==> src/rtl/hazard_stall_ctrl_if.sv <==
// Handshake/bus bundle between the pipeline and its stall/flush controller.
// Master drives instruction/memory status, slave returns sequencing controls.
interface hazard_stall_ctrl_if #(
  parameter int CNT_W = 16
);
  logic [18:0]      IF_ID_instruction;
  logic [18:0]      ID_EX_instruction;
  logic             branch_taken_EX;
  logic             mem_req;
  logic             mem_ready;
  logic             pc_write;
  logic             IF_ID_write;
  logic             IF_ID_flush;
  logic             ID_EX_flush;
  logic             pipe_freeze;
  logic             mem_error;
  logic [CNT_W-1:0] stall_count;
  logic [CNT_W-1:0] flush_count;

  modport master (
    output IF_ID_instruction, ID_EX_instruction,
    output branch_taken_EX, mem_req, mem_ready,
    input  pc_write, IF_ID_write, IF_ID_flush,
    input  ID_EX_flush, pipe_freeze, mem_error,
    input  stall_count, flush_count
  );

  modport slave (
    input  IF_ID_instruction, ID_EX_instruction,
    input  branch_taken_EX, mem_req, mem_ready,
    output pc_write, IF_ID_write, IF_ID_flush,
    output ID_EX_flush, pipe_freeze, mem_error,
    output stall_count, flush_count
  );
endinterface

==> src/rtl/hazard_stall_ctrl.sv <==
// Stall/flush sequencer for the 5-stage 19-bit MIPS pipeline:
// load-use bubbles, taken-branch flushes, data-memory wait freeze.
module hazard_stall_ctrl #(
  parameter logic [4:0] LW_OPCODE         = 5'b10000,
  parameter logic [4:0] SW_OPCODE         = 5'b10001,
  parameter int         LOAD_STALL_CYCLES = 2,
  parameter int         MEM_TIMEOUT       = 255,
  parameter int         CNT_W             = 16
) (
  input logic               clk,
  input logic               rst,
  hazard_stall_ctrl_if.slave bus
);

  localparam int SCW = $clog2(LOAD_STALL_CYCLES + 1);
  localparam int TW  = $clog2(MEM_TIMEOUT + 1);

  typedef enum logic [1:0] {
    RUN,
    LOAD_STALL,
    MEM_WAIT
  } state_t;

  state_t           state, state_n;
  state_t           ret, ret_n;
  state_t           eff;
  logic [SCW-1:0]   scnt, scnt_n;
  logic [TW-1:0]    tcnt, tcnt_n;
  logic             err, err_n;
  logic             stall_inc, flush_inc;
  logic [CNT_W-1:0] stall_cnt, flush_cnt;
  logic             pc_w, ifid_w, ifid_f, idex_f, frz;

  logic [2:0] x_dst;
  logic       x_lw;
  logic       d_alu_rr;
  logic       hazard;

  assign x_dst    = bus.ID_EX_instruction[13:11];
  assign x_lw     = bus.ID_EX_instruction[18:14] == LW_OPCODE;
  assign d_alu_rr = !bus.IF_ID_instruction[18] &&
                    !bus.IF_ID_instruction[17];

  assign hazard = x_lw && (x_dst != 3'd0) && (
    (bus.IF_ID_instruction[10:8] == x_dst) ||
    (d_alu_rr && bus.IF_ID_instruction[7:5] == x_dst) ||
    (bus.IF_ID_instruction[18:14] == SW_OPCODE &&
     bus.IF_ID_instruction[13:11] == x_dst));

  always_ff @(posedge clk) begin
    if (rst) begin
      state     <= RUN;
      ret       <= RUN;
      scnt      <= '0;
      tcnt      <= '0;
      err       <= 1'b0;
      stall_cnt <= '0;
      flush_cnt <= '0;
    end else begin
      state     <= state_n;
      ret       <= ret_n;
      scnt      <= scnt_n;
      tcnt      <= tcnt_n;
      err       <= err_n;
      stall_cnt <= stall_cnt +
        CNT_W'(stall_inc && !(&stall_cnt));
      flush_cnt <= flush_cnt +
        CNT_W'(flush_inc && !(&flush_cnt));
    end
  end

  // A completing wait behaves exactly like the state it interrupted.
  always_comb begin
    eff = (state == MEM_WAIT && bus.mem_ready) ? ret : state;
    pc_w      = 1'b1;
    ifid_w    = 1'b1;
    ifid_f    = 1'b0;
    idex_f    = 1'b0;
    frz       = 1'b0;
    state_n   = eff;
    ret_n     = ret;
    scnt_n    = scnt;
    tcnt_n    = tcnt;
    err_n     = err;
    stall_inc = 1'b0;
    flush_inc = 1'b0;
    if (state == MEM_WAIT && !bus.mem_ready) begin
      pc_w   = 1'b0;
      ifid_w = 1'b0;
      frz    = 1'b1;
      if (tcnt != TW'(MEM_TIMEOUT)) begin
        tcnt_n = tcnt + 1'b1;
        if (tcnt_n == TW'(MEM_TIMEOUT)) err_n = 1'b1;
      end
    end else if (bus.mem_req && !bus.mem_ready) begin
      pc_w    = 1'b0;
      ifid_w  = 1'b0;
      frz     = 1'b1;
      state_n = MEM_WAIT;
      ret_n   = eff;
      tcnt_n  = '0;
    end else if (bus.branch_taken_EX) begin
      ifid_f    = 1'b1;
      idex_f    = 1'b1;
      flush_inc = 1'b1;
      state_n   = RUN;
    end else if (eff == LOAD_STALL) begin
      pc_w      = 1'b0;
      ifid_w    = 1'b0;
      idex_f    = 1'b1;
      stall_inc = 1'b1;
      scnt_n    = scnt - 1'b1;
      state_n   = (scnt == SCW'(1)) ? RUN : LOAD_STALL;
    end else if (hazard) begin
      pc_w      = 1'b0;
      ifid_w    = 1'b0;
      idex_f    = 1'b1;
      stall_inc = 1'b1;
      scnt_n    = SCW'(LOAD_STALL_CYCLES - 1);
      state_n   = (LOAD_STALL_CYCLES > 1) ? LOAD_STALL : RUN;
    end
    if (rst) begin
      pc_w   = 1'b0;
      ifid_w = 1'b0;
      ifid_f = 1'b1;
      idex_f = 1'b1;
      frz    = 1'b0;
    end
  end

  assign bus.pc_write    = pc_w;
  assign bus.IF_ID_write = ifid_w;
  assign bus.IF_ID_flush = ifid_f;
  assign bus.ID_EX_flush = idex_f;
  assign bus.pipe_freeze = frz;
  assign bus.mem_error   = err;
  assign bus.stall_count = stall_cnt;
  assign bus.flush_count = flush_cnt;

endmodule

==> src/flat_wrapper.sv <==
// flat-port wrapper written by rule: the top's interface ports become plain ports
module hazard_stall_ctrl_flat 
#(
  parameter logic [4:0] LW_OPCODE         = 5'b10000,
  parameter logic [4:0] SW_OPCODE         = 5'b10001,
  parameter int         LOAD_STALL_CYCLES = 2,
  parameter int         MEM_TIMEOUT       = 255,
  parameter int         CNT_W             = 16
)
  (clk, rst, bus_IF_ID_instruction, bus_ID_EX_instruction, bus_branch_taken_EX, bus_mem_req, bus_mem_ready, bus_pc_write, bus_IF_ID_write, bus_IF_ID_flush, bus_ID_EX_flush, bus_pipe_freeze, bus_mem_error, bus_stall_count, bus_flush_count);
  hazard_stall_ctrl_if #(.CNT_W(CNT_W)) bus_i ();
  input logic clk;
  input logic rst;
  input wire logic [$bits(bus_i.IF_ID_instruction)-1:0] bus_IF_ID_instruction;
  input wire logic [$bits(bus_i.ID_EX_instruction)-1:0] bus_ID_EX_instruction;
  input wire logic [$bits(bus_i.branch_taken_EX)-1:0] bus_branch_taken_EX;
  input wire logic [$bits(bus_i.mem_req)-1:0] bus_mem_req;
  input wire logic [$bits(bus_i.mem_ready)-1:0] bus_mem_ready;
  output wire logic [$bits(bus_i.pc_write)-1:0] bus_pc_write;
  output wire logic [$bits(bus_i.IF_ID_write)-1:0] bus_IF_ID_write;
  output wire logic [$bits(bus_i.IF_ID_flush)-1:0] bus_IF_ID_flush;
  output wire logic [$bits(bus_i.ID_EX_flush)-1:0] bus_ID_EX_flush;
  output wire logic [$bits(bus_i.pipe_freeze)-1:0] bus_pipe_freeze;
  output wire logic [$bits(bus_i.mem_error)-1:0] bus_mem_error;
  output wire logic [$bits(bus_i.stall_count)-1:0] bus_stall_count;
  output wire logic [$bits(bus_i.flush_count)-1:0] bus_flush_count;
  assign bus_i.IF_ID_instruction = bus_IF_ID_instruction;
  assign bus_i.ID_EX_instruction = bus_ID_EX_instruction;
  assign bus_i.branch_taken_EX = bus_branch_taken_EX;
  assign bus_i.mem_req = bus_mem_req;
  assign bus_i.mem_ready = bus_mem_ready;
  assign bus_pc_write = bus_i.pc_write;
  assign bus_IF_ID_write = bus_i.IF_ID_write;
  assign bus_IF_ID_flush = bus_i.IF_ID_flush;
  assign bus_ID_EX_flush = bus_i.ID_EX_flush;
  assign bus_pipe_freeze = bus_i.pipe_freeze;
  assign bus_mem_error = bus_i.mem_error;
  assign bus_stall_count = bus_i.stall_count;
  assign bus_flush_count = bus_i.flush_count;
  hazard_stall_ctrl #(.LW_OPCODE(LW_OPCODE), .SW_OPCODE(SW_OPCODE), .LOAD_STALL_CYCLES(LOAD_STALL_CYCLES), .MEM_TIMEOUT(MEM_TIMEOUT), .CNT_W(CNT_W)) u_core (.clk(clk), .rst(rst), .bus(bus_i));
endmodule
==> config.mk <==
export PLATFORM = sky130hd
export DESIGN_NAME = hazard_stall_ctrl_flat
export DESIGN_NICKNAME = d
export VERILOG_FILES = /design/src/rtl/hazard_stall_ctrl_if.sv /design/src/rtl/hazard_stall_ctrl.sv /design/src/flat_wrapper.sv
export SDC_FILE = /design/constraint.sdc
export NUM_CORES = 1
export LEC_CHECK = 0
export ABC_AREA = 0
export BUFFER_PORTS_ARGS = -buffer_cell sky130_fd_sc_hd__clkbuf_2
export CORE_MARGIN = 3
export CORE_UTILIZATION = 50
export DETAILED_ROUTE_END_ITERATION = 10
export GPL_TIMING_DRIVEN = 0
export PLACE_DENSITY = 0.91
export SYNTH_ARGS = -nofsm -noshare
export SYNTH_HDL_FRONTEND = slang
export SYNTH_SLANG_ARGS = --single-unit
==> constraint.sdc <==
create_clock -name clk -period 3.03 [get_ports clk]
set_clock_uncertainty 0.15 [all_clocks]
set_input_delay 0.303 -clock clk [delete_from_list [all_inputs] [get_ports clk]]
set_output_delay 0.303 -clock clk [all_outputs]
set_load 0.02 [all_outputs]
==> results of run 1 <==
-- layer usage --
metal	vias to the layer above	part of all wire	GRT usage
met5	-	0	0
met4	0	0.018	0.0893
met3	10	0.046	0.0409
met2	58	0.51	0.342
met1	1064	0.43	0.252
li1	1160	-	-
-- worst reg2reg max path: stages, from the launching register on --
cell and delay (ns):
dfxtp_1 0.38, nand2b_1 0.18, buf_6 0.15, o31a_4 0.36, a2111oi_2 0.31, ha_1 0.26, ha_1 0.21, nand3_2 0.16
nor3_4 0.21, nand3_1 0.13, xor2_1 0.14, nor2_1 0.06
-- metrics by stage --
stage	total power, mW	hold WS, ns	cells	TNS (ns)	setup slack (ns)
after floorplan	0.706	0.301	289	0	0.241
final	1.21	0.169	425	0	0.207
after global placement	0.746	0.309	417	-0.472	-0.170
after CTS	1.22	0.159	425	0	0.113
after detailed placement	0.748	0.315	417	-0.911	-0.259
after global routing	1.25	0.180	425	0	0.0219
-- layout by cell type (no fill, tap or decap), types with 3 or more instances in the layout --
cell      Yosys  final
clkbuf_2      0     63
dfxtp_1      47     47
nor2_1       44     44
nand2_1      25     25
xor2_1       20     20
xnor2_1      15     15
nand3_1      14     13
a21oi_1      11     11
nand4_1       9      9
nor3_1        9      8
inv_1         8      8
o21ai_0       8      8
and3_1        7      7
a31oi_1       7      7
or3_1         7      7
ha_1          7      7
clkbuf_8      0      6
nand2b_1      5      5
nor2b_1       5      5
and4_1        3      3
clkbuf_1      3      3
o21a_1        3      3
-- worst max-delay path by stage --
stage | slack [ns] | to
4_1_cts | 0.11 | u_core.bus.stall_count[14]$_SDFF_PP0_
3_5_place_dp | -0.26 | u_core.bus.stall_count[14]$_SDFF_PP0_
2_1_floorplan | 0.24 | u_core.bus.stall_count[14]$_SDFF_PP0_
6_report | 0.21 | u_core.bus.stall_count[14]$_SDFF_PP0_
5_1_grt | 0.02 | u_core.bus.stall_count[14]$_SDFF_PP0_
3_3_place_gp | -0.17 | u_core.bus.stall_count[12]$_SDFF_PP0_
-- repair_timing --
| action | CTS | global route |
|---|---|---|
| gates resized for setup | 1 | 3 |
| endpoints found under the setup margin | 2 | 5 |
| pin swaps | 0 | 0 |
| endpoints found under the hold margin | 0 | 0 |
-- synth_stat cells (all sizes together) --
library cell	instances	share of area
dfxtp	47	0.39
nor2	44	0.068
nand2	25	0.039
xor2	20	0.072
xnor2	15	0.054
nand3	14	0.029
a21oi	12	0.029
nor3	10	0.023
o21ai	10	0.022
nand4	9	0.023
inv	8	0.012
a31oi	7	0.018
and3	7	0.018
ha	7	0.036
or3	7	0.018
buf	5	0.013
nand2b	5	0.013
nor2b	5	0.013
and4	3	0.011
clkbuf	3	0.0046
nor3b	3	0.011
o21a	3	0.0093
a311oi	2	0.0072
nor4	2	0.0077
o22ai	2	0.0052
o311ai	2	0.0072
a2111oi	1	0.0062
a211o	1	0.0036
a21o	1	0.0031
a221oi	1	0.0036
a22oi	1	0.0031
and2	1	0.0026
nand3b	1	0.0031
nor4b	1	0.0036
o21bai	1	0.0031
o31a	1	0.0072
o31ai	1	0.0031
o41ai	1	0.0067
-- final cells by class --
cell class                      instances  area [um2]
Buffer                                  8        42.5
Clock buffer                            6        82.6
Clock inverter                          2        35.0
Fill cell                             373        1570
Inverter                                8        30.0
Multi-Input combinational cell        226        1440
Sequential cell                        47         941
Tap cell                               65        81.3
Timing Repair Buffer                   63         315
-- cell families after synthesis --
logic type / Yosys count / share of synthesized area
AOI/OAI and AO/OA: 47 / 0.138
DFF: 47 / 0.387
buffers and inverters: 16 / 0.0299
and+or+nand+nor: 137 / 0.282
xor gates and xnor gates: 35 / 0.126
adders and majority gates: 7 / 0.0361
-- sequential cells by signal (all words and copies together), names as in the netlist --
name / cells
u_core.bus.flush_count: 16
u_core.bus.stall_count: 16
u_core.state: 2
u_core.ret: 2
u_core.scnt: 2
u_core.bus.mem_error: 1
u_core.tcnt: 8
-- power groups by stage --
stage / sequential, mW / combinational, mW / clock, mW
global route: 0.627 / 0.119 / 0.508
CTS: 0.626 / 0.109 / 0.487
floorplan: 0.643 / 0.0628 / 0
global placement: 0.641 / 0.105 / 0
detailed placement: 0.641 / 0.108 / 0
finish: 0.626 / 0.108 / 0.475
==> impl_metrics.yaml, run 1 <==
floorplan:
  start_util: 0.536
  core_area_um2: 4530
  io_pins: 81
  die_x_um: 75.7
  dieArea_um2: 5730
  rows: 24
  chipHeight_um: 75.7
layout:
  fin_util: 0.654
  fin_area_um2: 2960
  syn_to_final_growth_pct: 22.1
  drive_gt1_frac: 0.236
  nets: 409
  diodes: 0
place:
  dp.final_hpwl_mm: 4.20
  portBuffers: 63
  routabilityCongestion: 0.857
  post_dp_cell_area_um2: 2830
timing:
  worst-slew-pin-transition_ns: 0.559
  period_share: 0.932
  max_freq_ghz: 0.354
  slew_viol_final: 0
  slew_headroom: 0.628
  setup_violations: 0
  post-route-min-period_ns: 2.82
  timing.final.hold_violations: 0
  rsz0062_at_grt: "no"
power_and_ir_drop:
  combPwrFrac: 0.090
  power_density_nw_per_um2: 408
  clkPwrFrac: 0.392
  switchingPower_mw: 0.278
  p_leak_nw: 1.19
  p_sw_frac: 0.230
  p_int_mw: 0.931
  pwr-share-seq: 0.518
  ir_drop_uv: 221
yosys:
  ys_types: 47
  synth_nets: 339
  yosysWarnings: 0
  ys_seq_area_frac: 0.387
  netlist_instances: 289
  synth_area_um2: 2430
  synth.avg_cell_area_um2: 8.40
  synth_seq_cells: 47
detailed_routing:
  vias: 2292
  via_per_inst: 5.39
  drc: 0
  first_pass_iters: 4
  finalWirelength_mm: 5.61
  wl_per_cell_um: 13.2
  antenna_left: 0
  drt_iter0_drc: 134
global_routing:
  grt_pass1_wl_mm: 9.07
  grtUsageTotal: 0.204
  antenna_found_initial: 0
  grt_max_degree: 15
  grt_pass1_vias: 2110
  globalRoute.totalOverflow: 0
clock_tree:
  clock_latency_ns: 0.30
  numCtsBuffers: 5
  cts-htree-levels: 2
  numClockSinks: 47
  clk_pin_slew_worst_paths_ns: 0.09
  cts.path.max_buffers: 2
  hold_buffers: 0
  cts_root_buf: "clkbuf_8"
  cts_tree: "built"
  cts_setup_buffers: 0
flow_run:
  drv_cap: 0
worst_setup_path:
  path_class: "register to register"
  cp_slowest_cell: "dfxtp_1"
  path_buf_inv: 1
  required_ns: 3.06
  ff2ff_setup_slack_ns: 0.21
  crit_start: "u_core.state[0]$_SDFF_PP0_"
  ff2ff_path_depth: 11
  arrival_ns: 2.85
  r2r-end: "u_core.bus.stall_count[14]$_SDFF_PP0_"
  path_max_fanout: 10
  path_delay_family: "simple AND/OR/NAND/NOR gates"
  path_depth: 11
  worstPathCellList: "nand2b_1, buf_6, o31a_4, a2111oi_2, ha_1, ha_1, nand3_2, nor3_4, nand3_1, xor2_1, nor2_1"
  r2r-start: "u_core.state[0]$_SDFF_PP0_"
  critPathCaptureType: "register"
  cp_slowest_stage_delay_ns: 0.38
  path_common_cell: "ha_1"
  critPathLaunchType: "register"
min_path:
  holdPathEnd: "u_core.scnt[0]$_SDFFE_PP0P_"
  hold_path_depth: 3
  min_from: "rst"
  min_path_type: "input pin to register"
run_status:
  status: "finished clean"
No activity file was read; power rests on OpenSTA's default activity.
==> run 2, diff against run 1 <==
--- a/config.mk
+++ b/config.mk
@@ -8,10 +8,10 @@
 export ABC_AREA = 0
 export BUFFER_PORTS_ARGS = -buffer_cell sky130_fd_sc_hd__clkbuf_2
 export CORE_MARGIN = 3
-export CORE_UTILIZATION = 50
+export CORE_UTILIZATION = 52
+export CTS_BUF_LIST = sky130_fd_sc_hd__clkbuf_8
 export DETAILED_ROUTE_END_ITERATION = 10
-export GPL_TIMING_DRIVEN = 0
-export PLACE_DENSITY = 0.91
+export PLACE_DENSITY = 0.94
 export SYNTH_ARGS = -nofsm -noshare
 export SYNTH_HDL_FRONTEND = slang
 export SYNTH_SLANG_ARGS = --single-unit
==> impl_metrics.yaml, run 2 (synthesized netlist as in run 1, its figures left out) <==
floorplan:
  die_x_um: 74.3
  core_area_um2: 4440
  rows: 24
  dieArea_um2: 5530
  start_util: 0.546
  io_pins: 81
  chipHeight_um: 74.3
clock_tree:
  clk_pin_slew_worst_paths_ns: 0.09
  cts.path.max_buffers: 2
  cts_root_buf: "clkbuf_8"
  cts_tree: "built"
  numCtsBuffers: 5
  cts-htree-levels: 2
  clock_latency_ns: 0.31
  numClockSinks: 47
  cts_setup_buffers: 0
global_routing:
  grtUsageTotal: 0.224
  globalRoute.totalOverflow: 0
  grt_pass1_vias: 2260
  antenna_found_initial: 0
  grt_max_degree: 29
  grt_pass1_wl_mm: 9.69
layout:
  fin_area_um2: 2950
  fill_cells: 362
  drive_gt1_frac: 0.247
  fin_util: 0.664
  nets: 409
  final_cell_mix: "clkbuf_2, dfxtp_1, nor2_1"
  multi_input_area_um2: 1420
  syn_to_final_growth_pct: 21.4
  regArea_um2: 941
  diodes: 0
  layout_commonest_cell: "clkbuf_2"
power_and_ir_drop:
  p_leak_nw: 1.19
  p_total_mw: 1.21
  power_density_nw_per_um2: 412
  ir_drop_uv: 301
worst_setup_path:
  r2r-end: "u_core.bus.stall_count[12]$_SDFF_PP0_"
  path_delay_family: "simple AND/OR/NAND/NOR gates"
  cp_slowest_cell: "dfxtp_1"
  path_class: "register to register"
  critPathCaptureType: "register"
  path_buf_inv: 2
  path_max_fanout: 9
  r2r-start: "u_core.state[0]$_SDFF_PP0_"
  required_ns: 3.07
  critPathLaunchType: "register"
  ff2ff_setup_slack_ns: 0.24
  ff2ff_path_depth: 12
  worstPathCellList: "nand2b_1, buf_4, a21oi_4, a2111oi_2, ha_2, ha_1, nand3_1, nor3_1, buf_4, nand3_1, xor2_1, nor2_1"
  arrival_ns: 2.83
  cp_slowest_stage_delay_ns: 0.45
flow_run:
  drv_cap: 0
detailed_routing:
  vias: 2328
  wl_per_cell_um: 14.0
  drt_iter0_drc: 163
  antenna_left: 0
  drc: 0
  via_per_inst: 5.65
  finalWirelength_mm: 5.79
  first_pass_iters: 4
timing:
  setup_tns_ns: 0
  post-route-min-period_ns: 2.79
  period_share: 0.921
  rsz0062_at_grt: "no"
  worst-slew-pin-transition_ns: 0.581
  timing.final.hold_violations: 0
  slew_viol_final: 0
  slew_headroom: 0.613
  max_freq_ghz: 0.358
  setup_violations: 0
place:
  dp.final_hpwl_mm: 4.26
  routabilityCongestion: 0.817
  post_dp_cell_area_um2: 2820
  portBuffers: 64
min_path:
  min_path_type: "input pin to register"
  holdPathEnd: "u_core.ret[1]$_SDFFE_PP0P_"
  hold_path_depth: 4
  min_from: "bus_mem_req"
run_status:
  status: "finished clean"
run 2: what timing repair did:
action / CTS / global route
hold buffers: 0 / 0
setup endpoints to repair: 0 / 3
resized for setup: 0 / 2
run 2: how the worst max path moves through the flow:
stage,start,end,slack [ns],cells after the start
floorplan,bus_IF_ID_instruction[17],u_core.bus.stall_count[14]$_SDFF_PP0_,0.24,12
global placement,bus_ID_EX_instruction[12],u_core.bus.stall_count[11]$_SDFF_PP0_,0.12,12
detailed placement,bus_ID_EX_instruction[13],u_core.bus.stall_count[12]$_SDFF_PP0_,0.01,14
CTS,u_core.state[0]$_SDFF_PP0_,u_core.bus.stall_count[8]$_SDFF_PP0_,0.26,10
global route,bus_ID_EX_instruction[13],u_core.bus.stall_count[12]$_SDFF_PP0_,0.02,14
finish,u_core.state[0]$_SDFF_PP0_,u_core.bus.stall_count[12]$_SDFF_PP0_,0.24,12
run 2: tightest hold or removal path, delay by kind of cell:
| kind | cells | cell delay (ns) |
|---|---|---|
| and+or+nand+nor | 3 | 0.22 |
| buffers and inverters | 1 | 0.10 |
run 2: final cells by class:
| class | instances | area share |
|---|---|---|
| multi-input combinational | 226 | 0.482 |
| sequential | 47 | 0.319 |
| clock buffer | 6 | 0.0280 |
| inverter | 8 | 0.0102 |
| tap | 52 | 0.0221 |
| clock inverter | 2 | 0.0119 |
| timing repair buffer | 71 | 0.126 |
run 2: report_power, final:
group / switching, mW / internal (mW) / total (mW)
sequential: 0.00560 / 0.621 / 0.627
combinational: 0.0643 / 0.0418 / 0.106
clock: 0.214 / 0.267 / 0.481
total: 0.284 / 0.930 / 1.21
run 2: metal layers:
metal  share of wire  up-vias  global-route usage
met1            0.41     1098               0.253
met3           0.053       15              0.0662
met2            0.52       65               0.403
met5               0        -                   0
li1                -     1150                   -
met4           0.019        0              0.0731
run 2: per-stage QoR:
stage / hold WS (ns) / setup slack [ns] / std cells
final: 0.206 / 0.240 / 412
after global routing: 0.254 / 0.0162 / 412
after CTS: 0.194 / 0.258 / 412
after detailed placement: 0.309 / 0.0107 / 404
after global placement: 0.303 / 0.118 / 404
after floorplan: 0.301 / 0.241 / 289
